===== src/rtl/fcpu_pkg.sv =====
// Shared types and default constants for the fcpu UART transmitter.
// FCPU_UART_TX_PARITY_EN adds the PARITY state to the frame sequencer.
package fcpu_pkg;

    localparam int UART_CLKS_PER_BIT = 104;
    localparam int UART_FIFO_DEPTH   = 16;

`ifdef FCPU_UART_TX_PARITY_EN
    typedef enum logic [2:0] {
        IDLE   = 3'd0,
        START  = 3'd1,
        DATA   = 3'd2,
        PARITY = 3'd3,
        STOP   = 3'd4
    } uart_tx_state_t;
`else
    typedef enum logic [2:0] {
        IDLE   = 3'd0,
        START  = 3'd1,
        DATA   = 3'd2,
        STOP   = 3'd4
    } uart_tx_state_t;
`endif

endpackage


===== src/rtl/fcpu_uart_fifo.sv =====
// First-word-fall-through transmit FIFO with registered empty and ready flags.
// Pointers carry one extra wrap bit so full and empty are distinguishable.
module fcpu_uart_fifo #(
    parameter int DEPTH = 16,
    parameter int WIDTH = 8
) (
    input  logic             clk,
    input  logic             ck_rst,
    input  logic [WIDTH-1:0] wr_data,
    input  logic             wr_en,
    output logic             wr_ready,
    input  logic             rd_en,
    output logic [WIDTH-1:0] rd_data,
    output logic             empty
);

    localparam int AW = $clog2(DEPTH);

    logic [WIDTH-1:0] mem [DEPTH];
    logic [AW:0]      wr_ptr_q, wr_ptr_d;
    logic [AW:0]      rd_ptr_q, rd_ptr_d;
    logic             empty_q, empty_d;
    logic             ready_q, ready_d;
    logic             push, pop;

    // A pop while full only frees the slot for the next cycle: push is gated by the registered ready.
    always_comb begin
        push     = wr_en && ready_q;
        pop      = rd_en && !empty_q;
        wr_ptr_d = wr_ptr_q + {{AW{1'b0}}, push};
        rd_ptr_d = rd_ptr_q + {{AW{1'b0}}, pop};
        empty_d  = (wr_ptr_d == rd_ptr_d);
        ready_d  = !((wr_ptr_d[AW] != rd_ptr_d[AW]) &&
                     (wr_ptr_d[AW-1:0] == rd_ptr_d[AW-1:0]));
    end

    always_ff @(posedge clk or negedge ck_rst) begin
        if (!ck_rst) begin
            wr_ptr_q <= '0;
            rd_ptr_q <= '0;
            empty_q  <= 1'b1;
            ready_q  <= 1'b0;
        end else begin
            wr_ptr_q <= wr_ptr_d;
            rd_ptr_q <= rd_ptr_d;
            empty_q  <= empty_d;
            ready_q  <= ready_d;
        end
    end

    always_ff @(posedge clk) begin
        if (push) begin
            mem[wr_ptr_q[AW-1:0]] <= wr_data;
        end
    end

    assign rd_data  = mem[rd_ptr_q[AW-1:0]];
    assign wr_ready = ready_q;
    assign empty    = empty_q;

endmodule


===== src/rtl/fcpu_uart_tx.sv =====
// Buffered 8N1 UART transmitter; FCPU_UART_TX_PARITY_EN selects 8E1 framing.
// The line register follows the sequencer state one cycle later, so frames start two edges after acceptance.
module fcpu_uart_tx
    import fcpu_pkg::*;
#(
    parameter int CLKS_PER_BIT = UART_CLKS_PER_BIT,
    parameter int FIFO_DEPTH   = UART_FIFO_DEPTH
) (
    input  logic       clk,
    input  logic       ck_rst,
    input  logic [7:0] tx_data,
    input  logic       tx_valid,
    output logic       tx_ready,
    output logic       tx_busy,
    output logic       uart_rxd_out
);

    localparam int                CNT_W   = $clog2(CLKS_PER_BIT);
    localparam logic [CNT_W-1:0]  CNT_MAX = CNT_W'(CLKS_PER_BIT - 1);

    uart_tx_state_t   state_q, state_d;
    logic [CNT_W-1:0] cnt_q, cnt_d;
    logic [2:0]       bit_q, bit_d;
    logic [7:0]       data_q, data_d;
    logic             txd_q, txd_d;
    logic             busy_q, busy_d;

    logic             fifo_ready;
    logic             fifo_empty;
    logic             fifo_pop;
    logic [7:0]       fifo_rd_data;
    logic             bit_end;

    fcpu_uart_fifo #(
        .DEPTH (FIFO_DEPTH),
        .WIDTH (8)
    ) u_fifo (
        .clk      (clk),
        .ck_rst   (ck_rst),
        .wr_data  (tx_data),
        .wr_en    (tx_valid),
        .wr_ready (fifo_ready),
        .rd_en    (fifo_pop),
        .rd_data  (fifo_rd_data),
        .empty    (fifo_empty)
    );

    always_comb begin
        state_d  = state_q;
        cnt_d    = cnt_q;
        bit_d    = bit_q;
        data_d   = data_q;
        fifo_pop = 1'b0;
        bit_end  = (cnt_q == CNT_MAX);

        if (state_q != IDLE) begin
            cnt_d = bit_end ? '0 : cnt_q + 1'b1;
        end

        case (state_q)
            IDLE: begin
                if (!fifo_empty) begin
                    fifo_pop = 1'b1;
                    data_d   = fifo_rd_data;
                    cnt_d    = '0;
                    state_d  = START;
                end
            end
            START: begin
                if (bit_end) begin
                    bit_d   = 3'd0;
                    state_d = DATA;
                end
            end
            DATA: begin
                if (bit_end) begin
                    if (bit_q == 3'd7) begin
`ifdef FCPU_UART_TX_PARITY_EN
                        state_d = PARITY;
`else
                        state_d = STOP;
`endif
                    end else begin
                        bit_d = bit_q + 3'd1;
                    end
                end
            end
`ifdef FCPU_UART_TX_PARITY_EN
            PARITY: begin
                if (bit_end) begin
                    state_d = STOP;
                end
            end
`endif
            STOP: begin
                // Chain straight into the next start bit when more data is queued.
                if (bit_end) begin
                    if (!fifo_empty) begin
                        fifo_pop = 1'b1;
                        data_d   = fifo_rd_data;
                        state_d  = START;
                    end else begin
                        state_d = IDLE;
                    end
                end
            end
            default: state_d = IDLE;
        endcase
    end

    always_comb begin
        case (state_q)
            START:   txd_d = 1'b0;
            DATA:    txd_d = data_q[bit_q];
`ifdef FCPU_UART_TX_PARITY_EN
            PARITY:  txd_d = ^data_q;
`endif
            default: txd_d = 1'b1;
        endcase
        busy_d = (state_q != IDLE) || !fifo_empty || (tx_valid && fifo_ready);
    end

    always_ff @(posedge clk or negedge ck_rst) begin
        if (!ck_rst) begin
            state_q <= IDLE;
            cnt_q   <= '0;
            bit_q   <= 3'd0;
            data_q  <= 8'h00;
            txd_q   <= 1'b1;
            busy_q  <= 1'b0;
        end else begin
            state_q <= state_d;
            cnt_q   <= cnt_d;
            bit_q   <= bit_d;
            data_q  <= data_d;
            txd_q   <= txd_d;
            busy_q  <= busy_d;
        end
    end

    assign tx_ready     = fifo_ready;
    assign tx_busy      = busy_q;
    assign uart_rxd_out = txd_q;

endmodule

===== config.mk =====
export PLATFORM = sky130hd
export DESIGN_NAME = fcpu_uart_tx
export DESIGN_NICKNAME = d
export VERILOG_FILES = /design/src/rtl/fcpu_pkg.sv /design/src/rtl/fcpu_uart_fifo.sv /design/src/rtl/fcpu_uart_tx.sv
export SDC_FILE = /design/constraint.sdc
export NUM_CORES = 1
export LEC_CHECK = 0
export ABC_CLOCK_PERIOD_IN_PS = 3910
export CORE_UTILIZATION = 45
export DETAILED_ROUTE_END_ITERATION = 7
export DONT_BUFFER_PORTS = 1
export PLACE_DENSITY_LB_ADDON = 0.25
export RECOVER_POWER = 100
export SLEW_MARGIN = 20
export SYNTH_ARGS = -nofsm -noshare
export SYNTH_HDL_FRONTEND = slang
export SYNTH_HIERARCHICAL = 1
export SYNTH_SLANG_ARGS = --single-unit

===== constraint.sdc =====
create_clock -name clk -period 3.91 [get_ports clk]
set_input_delay 0.391 -clock clk [delete_from_list [all_inputs] [get_ports clk]]
set_output_delay 0.391 -clock clk [all_outputs]
set_load 0.1 [all_outputs]

; ---- Yosys cells after proc, flatten, opt, wreduce, memory -nomap -nowiden
; Memory sizes are Yosys's and may differ from the RTL's.
; Cells that the tools add are included.
; W data, S select, Z words.
[totals]
ff_bits = 35
word_cells = 70
ramBits = 128
mem_count = 1
input_bits = 11
output_inout_bits = 3
[mem_list]
columns = memory, words, width, read_ports, rd_clocked_by_memory_dff, wr, line
row1 = u_fifo.mem, 16, 8, 1, 0, 1, fcpu_uart_fifo.sv:19  ; logic [WIDTH-1:0] mem [DEPTH];
[classes]
n_reduce_logical = 14
magnitude_cmp = 1
add_sub_neg = 4
eq_ne = 14
n_mux = 26
[op_table]
columns = cell, count
row1 = $mux W7, 4
row2 = $mux W3, 8
row3 = $mux W8, 2
row4 = $pmux W8 S2, 1
row5 = $ne A2 B2 Y1 const B, 6
row6 = $pmux W3 S4, 1
row7 = $add A5 B1 Y5, 2
row8 = $add A7 B1 Y7 const B, 1
row9 = $eq A7 B7 Y1 const B, 1
row10 = $eq A3 B3 Y1 const B, 2
row11 = $mux W1, 6
row12 = $pmux W3 S2, 1
row13 = $eq A5 B5 Y1, 1
row14 = $reduce_and A5 Y1, 1
row15 = $eq A4 B4 Y1, 1
row16 = $lt A3 B4 Y1 const B, 1
row17 = $pmux W1 S2, 2
row18 = $reduce_and A4 Y1, 1
row19 = $reduce_bool A2 Y1, 2
row20 = $add A3 B1 Y3 const B, 1
row21 = $bmux W1 S3, 1
row22 = $eq A3 B1 Y1 const B, 1
row23 = $eq A3 B2 Y1 const B, 1
row24 = $logic_and A1 B1 Y1, 3
row25 = 6 further kinds, 8

; ---- Depth between registers and ports, before layout
; Gate-level depths: netlist of run 1.
[logic_depth]
depth_word = 8
ltp_mapped = 13
ltp_nobuf = 12

; ---- Modules after synthesis
; Netlist of run 1, hierarchy kept.
[modules_own_cells]
columns = module, seq_area_each_um2, area_each_um2, n_inst, cells_each
row1 = fcpu_uart_fifo, 4145.2, 5570.3, 1, 297
row2 = fcpu_uart_tx, 576.8, 1237.4, 1, 114

; ---- Least setup slack after synthesis of run 1
; OpenSTA, ideal clock, no wires.
[synth_timing]
path_type = register to register
startpoint = register u_fifo.ready_q, in the netlist u_fifo/wr_ready
endpoint = memory u_fifo.mem[0][0], enable pin
n_path_buf = 1
slack_ns = 1.122
setup_ns = 0.383
arrival_time_ns = 2.404
period_less_slack_ns = 2.788
required_time_ns = 3.527
stages_incl_launch_ff = 5
cell_sequence = dfrtp_1 and2_1 clkbuf_1 or3b_2 nor3_1
[synth_between]
elab_chain_len = 3
[synth_rtl]
columns = element, line
row1 = start: declaration, fcpu_uart_fifo.sv:23  ; logic ready_q, ready_d;
row2 = start signal: assignment, fcpu_uart_fifo.sv:47  ; ready_q <= ready_d;
row3 = $logic_and A1 B1 Y1, fcpu_uart_fifo.sv:28  ; push = wr_en && ready_q;
row4 = $mux W1, fcpu_uart_fifo.sv:52  ; if (push) begin
row5 = $mux W1 (not written as such), fcpu_uart_fifo.sv:53  ; mem[wr_ptr_q[AW-1:0]] <= wr_data;
row6 = end: declaration, fcpu_uart_fifo.sv:19
; Every way passes these cells.

; ---- Worst setup path in the final report of run 1
[layout_timing]
startpoint = register u_fifo.rd_ptr_q[0]
endpoint = register data_q[2]
[layout_between]
elab_chain_len = 4
[layout_rtl]
columns = element, line
row1 = start: declaration, fcpu_uart_fifo.sv:21  ; logic [AW:0] rd_ptr_q, rd_ptr_d;
row2 = start signal: assignment, fcpu_uart_fifo.sv:45  ; rd_ptr_q <= rd_ptr_d;
row3 = $mem_v2 Z16 W8 (*), n/a
row4 = named net fifo_rd_data[2], fcpu_uart_tx.sv:31  ; logic [7:0] fifo_rd_data;
row5 = $mux W8 (*), "fcpu_uart_tx.sv:62, fcpu_uart_tx.sv:98"
row6 = $mux W8, fcpu_uart_tx.sv:97  ; if (bit_end) begin
row7 = $pmux W8 S2 (*), fcpu_uart_tx.sv:60  ; case (state_q)
row8 = end signal: assignment, fcpu_uart_tx.sv:135  ; data_q <= data_d;
row9 = end: declaration, fcpu_uart_tx.sv:24  ; logic [7:0] data_q, data_d;
; Mark *: on every way through the listed nets, which the timed path passes. The rest lies on a longest branch. The select of a mux whose other input is x is not followed.
; A chain may end at the register's enable or synchronous reset.

==> summary.md, run 1 <==
| Metric | Value |
|---|---|
| Synthesized area per cell | `between 15 and 20 sq um` |
| Largest net degree at the start of global routing | `36` |
| Final GP Congestion | `around 0.80` |
| Final WL | `12.6 mm` |
| Final Skew | `a little under 7 ps` |
| Combinational family with the most area after synthesis | `multiplexers` |
| Post-Syn Area | `about 6800 sq um` |
| Seq/Total Area, Yosys | `0.694` |
| RSZ-0062 raised after global routing | `no` |
| Ys flop type | `edfxtp_1` |
| CTS resizes | `0` |
| Worst-margin pin slew | `~1900 ps` |
| CTS root buf | `clkbuf_16` |
| Arrival time worst endpoint | `about 3700 ps` |
| Crit Path Category | `flip-flop to flip-flop` |
| Setup WS pre-CTS | `682 ps` |
| Worst setup SP type | `flip-flop` |
| Die Wd | `between 100 and 150 um` |
| Final net count | `439` |
| ANT cells | `0` |
| Clock net sink count | `about 160` |
| Number of routed nets with antenna violations | `0` |
| Critical path fanouts, max | `16` |
| Drt drc | `4` |
| Clock insertion delay at the later pin of the skew report | `about 420 ps` |
| EDFF count, synth | `128` |
| Post-Synth Simple-Gate Area | `0.0640` |
| Final Max Tran Viols | `36` |
| Syn. warnings | `6` |
| Grt ovf | `0` |
| Status | `finished with violations` |
| XOR/XNOR Fraction of Synth Area | `0.0167` |
| Crit path time final | `between 3000 and 4000 ps` |
| Worst Hold Class | `primary input to flip-flop` |
| Die area | `~16000 sq um` |
| Wire per inst | `roughly 20 um` |
| Post-synth top cells | `128 x edfxtp_1, 33 x dfrtp_1, 33 x mux2i_1` |
| GRT Overall Usage | `0.177` |
| Port Buf Inserts | `0` |
| # setup viols final | `0` |
| Area growth syn-to-layout | `9.69%` |
| Synth Net Count | `roughly 430` |
| Reg-to-reg slack, setup | `between 500 and 600 ps` |
| Mapped Cells | `just over 400` |
| Synth area leaders | `edfxtp_1 56%, dfrtp_1 12%, mux4_2 5.6%, mux2i_1 4.9%, a221oi_1 2.1%` |
| Failing checks | `DRC, capacitance limit, slew limit` |
| Post-DP HPWL | `between 8 and 9 mm` |
| Maximum vdd drop | `about 0.46 mV` |
| Ys async rst share | `0.215` |
| Period utilization | `0.858` |
| # IOs | `14` |
| CTS H-tree lvls | `4` |
| Clk buf depth | `2` |
| Chip Height | `~120 um` |
| Fin area | `between 7000 and 8000 sq um` |
| Share of layout cells above drive strength 1 | `0.139` |
| Worst rel slew slack | `-0.241` |
| Synth top area share | `0.565` |
| First-pass GRT wire length | `20.3 mm` |
| First-pass iteration count of the detailed router | `8` |
| Max-Cap Viols | `1` |
| Synth cell types | `47` |
| Total Power | `4.01 mW` |
| Post-DP Area | `6950 sq um` |
| Static leakage | `between 2 and 3 nW` |
| Compound-Gate Fraction of Synth Area | `0.0581` |
| Vias in the first global route | `between 3000 and 4000` |
| Highest Clock Rate | `0.298 GHz` |
| Vias | `between 3000 and 4000` |
| Post-synthesis mux area share | `0.124` |
| Area share of fa/ha/maj cells after synthesis | `0.0129` |
| Initial DRC Count | `195` |
| Largest area contributor in the netlist | `edfxtp_1` |
| CTS clk-pin slew, worst paths | `about 60 ps` |
| Worst setup margin | `about 560 ps` |
| CTS Buf Count | `17` |
| Setup TNS | `0 ps` |
| Hold Vio Cnt, Final | `0` |
| Pwr Density | `roughly 540 nW/um^2` |
| Core ar. | `14600 sq um` |
| Number of synthesized register bits | `around 160` |
| TritonCTS clock tree | `done` |
| Starting Density | `0.465` |
| Top-count cell post-synth | `edfxtp_1` |
| Antenna violations before repair | `0` |
| DR vias/cell | `approximately 5.7` |
| # rows | `between 40 and 50` |
| Worst EP required | `around 4200 ps` |
| Critical path capture point type | `flip-flop` |
where the power goes:
group	leakage (nW)	internal (mW)	switching [mW]	total, mW
registers	1.58	2.05	0.0762	2.12
logic	0.913	0.105	0.219	0.324
clock network	0.259	0.879	0.684	1.56
total	2.75	3.03	0.979	4.01
final cells by class:
type / instances / area (sq um)
clock buffer: 17 / 425
clock inverter: 14 / 131
fill: 1218 / 7180
inverter: 9 / 33.8
multi-input combinational: 217 / 1850
sequential: 163 / 4720
tap: 184 / 230
timing repair buffer: 13 / 73.8
per-layer routing:
metal	global-route usage	vias to the layer above	share of wire
met5	0	-	0
met4	0.0696	0	0.013
met3	0.0445	12	0.040
met2	0.282	73	0.49
met1	0.233	1818	0.46
li1	-	1618	-
worst max-delay path, stage by stage (launching register included):
cell and delay, ps:
dfrtp_1 870, clkbuf_1 1060, mux4_2 650, a22oi_1 210, nand2_1 130, mux2_1 300
stage by stage:
| step | hold slack [ps] | utilization | instances |
|---|---|---|---|
| after floorplan | 95.4 | - | 411 |
| after global placement | 96.2 | 0.474 | 584 |
| after detailed placement | 96.2 | 0.474 | 584 |
| after CTS | 42.7 | 0.514 | 617 |
| after global routing | 37.3 | 0.510 | 617 |
| final | 60.5 | 0.510 | 617 |
path summary, 6_finish.rpt:
check,to,depth (start not counted),from
hold reg to reg,u_fifo/rd_ptr_q[4],1,u_fifo/rd_ptr_q[4]
max in group asynchronous,data_q[0],2,ck_rst
min in group asynchronous,cnt_q[4],2,ck_rst
setup / recovery,data_q[2],5,u_fifo/rd_ptr_q[0]
hold / removal,u_fifo/mem[11][7],0,tx_data[7]
setup reg to reg,data_q[2],5,u_fifo/rd_ptr_q[0]
what timing repair did:
item                                   CTS  global route
buffers inserted                         0             0
hold buffers                             2             0
endpoints found under the hold margin   35             0
state kept, by name (all words and copies together) (netlist names), 3 cells and up:
register,count
state_q,3
u_fifo/wr_ptr_q,5
cnt_q,7
data_q,8
u_fifo/mem,128
bit_q,3
u_fifo/rd_ptr_q,5
cells by family after synthesis:
kind of cell               after synthesis
and+or+nand+nor                         80
muxes                                   59
adders and majority gates                7
DFF                                    163
buffers and inverters                   31
xor gates and xnor gates                13
AOI/OAI and AO/OA                       58
layout by cell type, fill, tap and decap left out, types with 3 or more instances in the layout:
master	count
nor2b_1	3
mux2_1	6
nand2_1	21
a21oi_1	7
nand3_1	10
buf_4	5
o21ai_0	17
inv_1	8
clkbuf_16	17
clkinvlp_4	4
a221oi_1	16
nand3b_1	5
nor2_1	14
o21ai_1	3
clkinv_4	3
ha_1	7
nand2b_1	3
edfxtp_1	128
or3_1	3
clkbuf_1	7
clkinv_1	3
xnor2_1	6
xor2_1	7
mux2i_1	33
nor3_1	6
a22oi_1	9
mux4_2	17
inv_6	3
dfrtp_1	33
(Power assumes the default switching activity.)
==> inputs of run 2 (changes only) <==
ABC_AREA = 1   (was not set)
==> run 2 against run 1 <==
Against the previous run: the run ends with capacitance limit, slew limit left; via count up 32%; synthesized cell count up 64%; global-route usage up 2.6 points.
==> summary.md, run 2 <==
| Metric | Value |
|---|---|
| Largest stage delay, worst path | `~400 ps` |
| ANT cells | `0` |
| Vias | `around 4700` |
| Crit Path Category | `flip-flop to flip-flop` |
| FF-to-FF Start | `cnt_q[0]` |
| CTS H-tree lvls | `4` |
| Hold Vio Cnt, Final | `0` |
| Buf/Inv on CP | `3` |
| # IOs | `14` |
| Final WL | `15.1 mm` |
| Area growth syn-to-layout | `9.67%` |
| CP Cell Sequence | `ha_1 > nand2_1 > clkinvlp_2 > nand3_1 > nand2_1 > nand2_1 > clkinv_8 > inv_1 > nor2_1 > ha_1 > ha_1 > xnor2_1 > nand2_1 > nor2_1 > nand3_1` |
| Highest Clock Rate | `roughly 0.33 GHz` |
| Final net count | `693` |
| Delay-heaviest family, CP | `simple AND/OR/NAND/NOR gates` |
| # rows | `45` |
| First-pass iteration count of the detailed router | `5` |
| Maximum vdd drop | `~0.41 mV` |
| Clock insertion delay at the later pin of the skew report | `about 440 ps` |
| Critical path capture point type | `flip-flop` |
| Port Buf Inserts | `0` |
| Core ar. | `approximately 15000 sq um` |
| Drt drc | `0` |
| Worst Hold Endpoint | `u_fifo/mem[5][6]` |
| Share of layout cells above drive strength 1 | `0.0917` |
| Die area | `approximately 16000 sq um` |
| EDFF count, synth | `128` |
| Vias in the first global route | `~4500` |
| Synth cell types | `36` |
| CTS root buf | `clkbuf_16` |
| Status | `finished with violations` |
| # fillers | `around 1400` |
| Dpl cells | `~870` |
| RSZ-0062 raised after global routing | `no` |
| Antenna violations before repair | `0` |
| Synth Net Count | `between 600 and 700` |
| Most Frequent Cell on Critical Path | `nand2_1` |
| Mapped Cells | `676` |
| CP max-delay cell | `dfrtp_1` |
| Critical path fanouts, max | `10` |
| TritonCTS clock tree | `done` |
| Hold path startpoint | `tx_data[6]` |
| Most frequent cells in the layout | `186 x nand2_1, 128 x edfxtp_1, 87 x nor2_1, 70 x nand3_1, 32 x dfrtp_1` |
| Synth top area share | `0.535` |
| Max FFs per register | `128` |
| Commonest non-fill, non-tap cell in the layout | `nand2_1` |
| Starting Density | `0.468` |
| Arrival time worst endpoint | `3320 ps` |
| Synth area leaders | `edfxtp_1 53%, dfrtp_1 11%, nand2_1 9.6%, nand3_1 4.7%, nor2_1 4.4%` |
| Setup TNS | `0 ps` |
| Post-DP HPWL | `approximately 9.4 mm` |
| CTS clk-pin slew, worst paths | `approximately 60 ps` |
| Post-synth top cells | `183 x nand2_1, 128 x edfxtp_1, 85 x nor2_1` |
| Syn. warnings | `6` |
| Initial DRC Count | `between 300 and 400` |
| Worst-margin pin slew | `1840 ps` |
| Ys async rst share | `0.215` |
| Final Skew | `5.55 ps` |
| Post-Syn Area | `just over 7000 sq um` |
| Crit path time final | `approximately 3000 ps` |
| CTS resizes | `0` |
| Ys flop type | `edfxtp_1` |
| Clk buf depth | `2` |
| Top-count cell post-synth | `nand2_1` |
| Core Util, Final | `0.513` |
| DR vias/cell | `slightly above 5` |
| Wire per inst | `between 15 and 20 um` |
| Max-Cap Viols | `1` |
| Synthesized area per cell | `between 10 and 15 sq um` |
| Reg2Reg Depth | `15` |
| CTS Buf Count | `17` |
| Failing checks | `capacitance limit, slew limit` |
| Reg-to-reg slack, setup | `around 900 ps` |
| Worst setup SP type | `flip-flop` |
| Worst Hold Class | `primary input to flip-flop` |
| Pwr Density | `between 500 and 600 nW/um^2` |
| Seq/Total Area, Yosys | `0.657` |
| Die Wd | `about 130 um` |
| GRT Overall Usage | `0.203` |
| First-pass GRT wire length | `approximately 24 mm` |
| Post-route insts no fill | `approximately 900` |
| Worst EP required | `between 4000 and 5000 ps` |
| # setup viols final | `0` |
| Largest area contributor in the netlist | `edfxtp_1` |
| Final Max Tran Viols | `36` |
| Grt ovf | `0` |
| Chip Height | `between 100 and 150 um` |
| Number of synthesized register bits | `163` |
| Period utilization | `0.769` |
| Static leakage | `roughly 3.1 nW` |
| Worst Hold Path Cells | `0` |
| Clock net sink count | `163` |
| Reg2Reg Capture Point | `u_fifo/wr_ready` |
| Final GP Congestion | `just under 0.8` |
| Number of routed nets with antenna violations | `0` |
| Largest net degree at the start of global routing | `74` |
| Worst rel slew slack | `-0.226` |
==> run 2: cell types whose count changed after synthesis, sizes merged, moves of 7 or more <==
cell,before,now
a21oi,7,17
a221oi,16,0
a22oi,9,0
buf,14,24
inv,8,36
mux2,9,0
mux2i,33,0
mux4,17,0
nand2,21,197
nand3,10,72
nor2,14,96
nor3,7,0
o211ai,0,8
o21ai,20,33
==> run 2: logic make-up after synthesis <==
family / share of synthesized area
buffers and inverters: 0.0491
AOI/OAI and AO/OA: 0.0484
adders and majority gates: 0.0122
DFF: 0.657
xor gates and xnor gates: 0.00365
and+or+nand+nor: 0.230
==> run 2: worst max path at each step <==
stage	start	end	depth (start not counted)
global route	cnt_q[0]	u_fifo/empty	16
CTS	cnt_q[0]	u_fifo/wr_ready	15
floorplan	cnt_q[0]	u_fifo/wr_ready	15
detailed placement	cnt_q[0]	u_fifo/empty	16
global placement	cnt_q[0]	u_fifo/empty	16
finish	cnt_q[0]	u_fifo/wr_ready	15
==> run 2: worst register-to-register path, delay by kind of cell, from the launching register on <==
kind          cells  cell delay, ps
simple gates      8            1180
buf+inv           3             370
fa+ha+maj         3             770
flops             1             400
xor+xnor          1             160
==> run 2: layer usage <==
layer  vias to the layer above  global-route usage  wire, um
li1                       2292                   -         -
met2                       115               0.334      7440
met3                        22              0.0395       768
met1                      2233               0.264      6630
met5                         -                   0         0
met4                         0              0.0844       285
==> run 2: final cells by class <==
type | count | area (sq um) | share of cell area
timing repair buffer | 6 | 40.0 | 0.00508
multi-input combinational | 447 | 2060 | 0.261
tap | 211 | 264 | 0.0335
inverter | 40 | 164 | 0.0208
sequential | 163 | 4720 | 0.599
clock inverter | 12 | 203 | 0.0257
clock buffer | 19 | 433 | 0.0549
==> run 2: per-stage QoR <==
| step | power (mW) | area (sq um) | hold slack, ps | worst slack (ps) |
|---|---|---|---|---|
| 3_5_place_dp | 2.50 | 7300 | 96.5 | 1480 |
| 4_1_cts | 4.31 | 7960 | 34.3 | 1440 |
| 5_1_grt | 4.43 | 7890 | 36.7 | 656 |
| 6_report | 4.29 | 7890 | 48.5 | 904 |
| 3_3_place_gp | 2.49 | 7300 | 96.6 | 1560 |
| 2_1_floorplan | 2.39 | 7190 | 95.4 | 1690 |
==> run 2: where the power goes <==
part	switching (mW)	leakage [nW]	total, mW	internal [mW]
Clock	0.677	0.308	1.81	1.13
Sequential	0.0815	1.58	2.13	2.04
Combinational	0.262	1.22	0.350	0.0888
==> run 2: timing repair <==
item / CTS / global route
endpoints found under the hold margin: 35 / 0
setup buffers: 0 / 0
hold buffers: 2 / 0
==> inputs of run 3 (changes only) <==
ABC_CLOCK_PERIOD_IN_PS = 3010   (was 3910)
clock period = 3.01 ns   (was 3.91 ns; I/O delays follow)
==> run 3 against run 2 <==
Against the previous run: the flow still finishes with violations (capacitance limit, slew limit); clock skew grew 2.2 ps; flip-flop and latch count is the same; sequential power grew 30%; utilization grew 0.64 points; non-clock buffer count grew 10; register-to-register slack lost 470 ps; power grew 27%; clock-buffer cell count shrank 1; critical endpoint is now data_q[1]; highest routed layer unchanged.
==> summary.md, run 3 (synthesis results as in run 2) <==
| Metric | Value |
|---|---|
| Buf/Inv on CP | `2` |
| Most Frequent Cell on Critical Path | `nand2_1` |
| DR vias/cell | `between 5 and 6` |
| Worst setup margin | `roughly 430 ps` |
| Crit path time final | `2580 ps` |
| Area growth syn-to-layout | `11.0%` |
| Reg2Reg Capture Point | `data_q[1]` |
| CTS root buf | `clkbuf_16` |
| Hold Vio Cnt, Final | `0` |
| Status | `finished with violations` |
| Worst-margin pin slew | `1850 ps` |
| # setup viols final | `0` |
| Final WL | `between 15 and 20 mm` |
| TritonCTS clock tree | `done` |
| Antenna violations before repair | `0` |
| Setup TNS | `0 ps` |
| Static leakage | `around 3.1 nW` |
| Delay-heaviest family, CP | `simple AND/OR/NAND/NOR gates` |
| Cell-internal power | `4.03 mW` |
| Failing checks | `capacitance limit, slew limit` |
| Max FFs per register | `between 100 and 150` |
| Final Skew | `just under 8 ps` |
| Reg2Reg Depth | `10` |
| Setup WS pre-CTS | `591 ps` |
| Commonest non-fill, non-tap cell in the layout | `nand2_1` |
| FF-to-FF Start | `u_fifo/rd_ptr_q[2]` |
| Power share of the clock group | `0.402` |
| CTS Buf Count | `17` |
| CP Cell Sequence | `buf_4 > inv_1 > nor2_2 > nand3_1 > nand2_1 > nor2_1 > nand2_1 > nand2_1 > nand2_2 > nand2_2` |
| Post-route insts no fill | `909` |
| Final Max Tran Viols | `36` |
| Worst EP required | `approximately 3300 ps` |
| # Post-CTS Setup Buffers | `0` |
| Wire per inst | `around 17 um` |
| Final GP Congestion | `about 0.8` |
| Most frequent cells in the layout | `184 x nand2_1, 128 x edfxtp_1, 86 x nor2_1, 70 x nand3_1, 32 x dfrtp_1` |
| Arrival time worst endpoint | `slightly below 3000 ps` |
| Period utilization | `0.856` |
| Crit Path Category | `flip-flop to flip-flop` |
| Dpl cells | `~870` |
| ANT cells | `0` |
| # IOs | `14` |
| Drt drc | `0` |
| CTS clk-pin slew, worst paths | `70 ps` |
| Share of layout cells above drive strength 1 | `0.100` |
| GRT Overall Usage | `0.205` |
| RSZ-0062 raised after global routing | `no` |
| Chip Height | `between 100 and 150 um` |
| Core ar. | `15400 sq um` |
| Clk buf depth | `2` |
| Grt ovf | `0` |
| Worst rel slew slack | `-0.235` |
| Clock net sink count | `163` |
| Vias in the first global route | `between 4000 and 5000` |
| Worst Hold Path Cells | `3` |
| Highest Clock Rate | `0.388 GHz` |
| Critical path capture point type | `flip-flop` |
| Switching part of the total | `0.260` |
| Port Buf Inserts | `0` |
| Final net count | `roughly 700` |
| Vias | `slightly below 5000` |
| Post-DP HPWL | `between 9 and 10 mm` |
| Seq pwr share | `0.507` |
| Starting Density | `0.468` |
| Logic pwr share | `0.090` |
| Worst Hold Class | `primary input to flip-flop` |
| First-pass GRT wire length | `~25 mm` |
| Reg-to-reg slack, setup | `approximately 430 ps` |
| CTS resizes | `0` |
| Die Wd | `roughly 130 um` |
| Worst Hold Endpoint | `u_fifo/wr_ptr_q[0]` |
| # fillers | `about 1300` |
| Largest net degree at the start of global routing | `73` |
| Number of routed nets with antenna violations | `0` |
| Worst setup SP type | `flip-flop` |
| Hold path startpoint | `tx_valid` |
| Clock insertion delay at the later pin of the skew report | `around 430 ps` |
| CP max-delay cell | `nor2_2` |
| Net Sw Power | `~1.4 mW` |
| CTS H-tree lvls | `4` |
| Die area | `between 15000 and 20000 sq um` |
| Critical path fanouts, max | `24` |
| # rows | `45` |
| First-pass iteration count of the detailed router | `5` |
| Maximum vdd drop | `0.767 mV` |
| Max-Cap Viols | `1` |
| Initial DRC Count | `337` |
| Largest stage delay, worst path | `~750 ps` |
| Post-CTS Hold Fix Bufs | `11` |
| Pwr Density | `between 600 and 700 nW/um^2` |
| WHS | `around 290 ps` |
## run 3: cell count changes in the layout (fill, tap and decap cells not counted), sizes merged
cell / before / now
clkinv: 6 / 7
buf: 3 / 4
bufinv: 5 / 2
clkinvlp: 2 / 3
dlygate4sd3: 1 / 10
clkbuf: 21 / 20
inv: 39 / 42
## run 3: power by group through the flow
| stage | Clock [mW] | Sequential, mW | Combinational, mW |
|---|---|---|---|
| detailed placement | 0 | 2.81 | 0.444 |
| floorplan | 0 | 2.78 | 0.329 |
| global placement | 0 | 2.80 | 0.439 |
| global route | 2.31 | 2.78 | 0.560 |
| finish | 2.19 | 2.76 | 0.493 |
| CTS | 2.22 | 2.76 | 0.498 |
## run 3: cell type report
class	count	area, sq um	share of cell area
Sequential cell	163	4720	0.592
Multi-Input combinational cell	447	2090	0.261
Clock buffer	18	429	0.0537
Tap cell	211	264	0.0331
Clock inverter	14	169	0.0212
Inverter	40	164	0.0205
Timing Repair Buffer	16	150	0.0188
## run 3: routing by layer
layer | share of wire | up-vias | GRT usage
li1 | - | 2305 | -
met1 | 0.44 | 2359 | 0.264
met2 | 0.49 | 118 | 0.340
met3 | 0.048 | 19 | 0.0466
met4 | 0.017 | 0 | 0.0789
met5 | 0 | - | 0
## run 3: per-stage QoR
| step | instance area [sq um] | util | power (mW) |
|---|---|---|---|
| after floorplan | 7190 | - | 3.11 |
| after global placement | 7320 | 0.476 | 3.24 |
| after detailed placement | 7320 | 0.476 | 3.25 |
| after CTS | 8040 | 0.523 | 5.48 |
| after global routing | 7990 | 0.519 | 5.65 |
| final | 7990 | 0.519 | 5.44 |
## run 3: worst max path at each step
stage	from	endpoint	slack [ps]	cells past startpoint
floorplan	cnt_q[0]	u_fifo/wr_ready	790	15
global placement	cnt_q[0]	u_fifo/empty	680	16
detailed placement	cnt_q[0]	u_fifo/empty	590	16
CTS	cnt_q[0]	u_fifo/empty	580	16
global route	cnt_q[0]	u_fifo/empty	210	19
finish	u_fifo/rd_ptr_q[2]	data_q[1]	430	10
## run 3: worst min-delay path, stage by stage
cell and delay, ps:
nand2_1 40, inv_1 150, ha_1 180
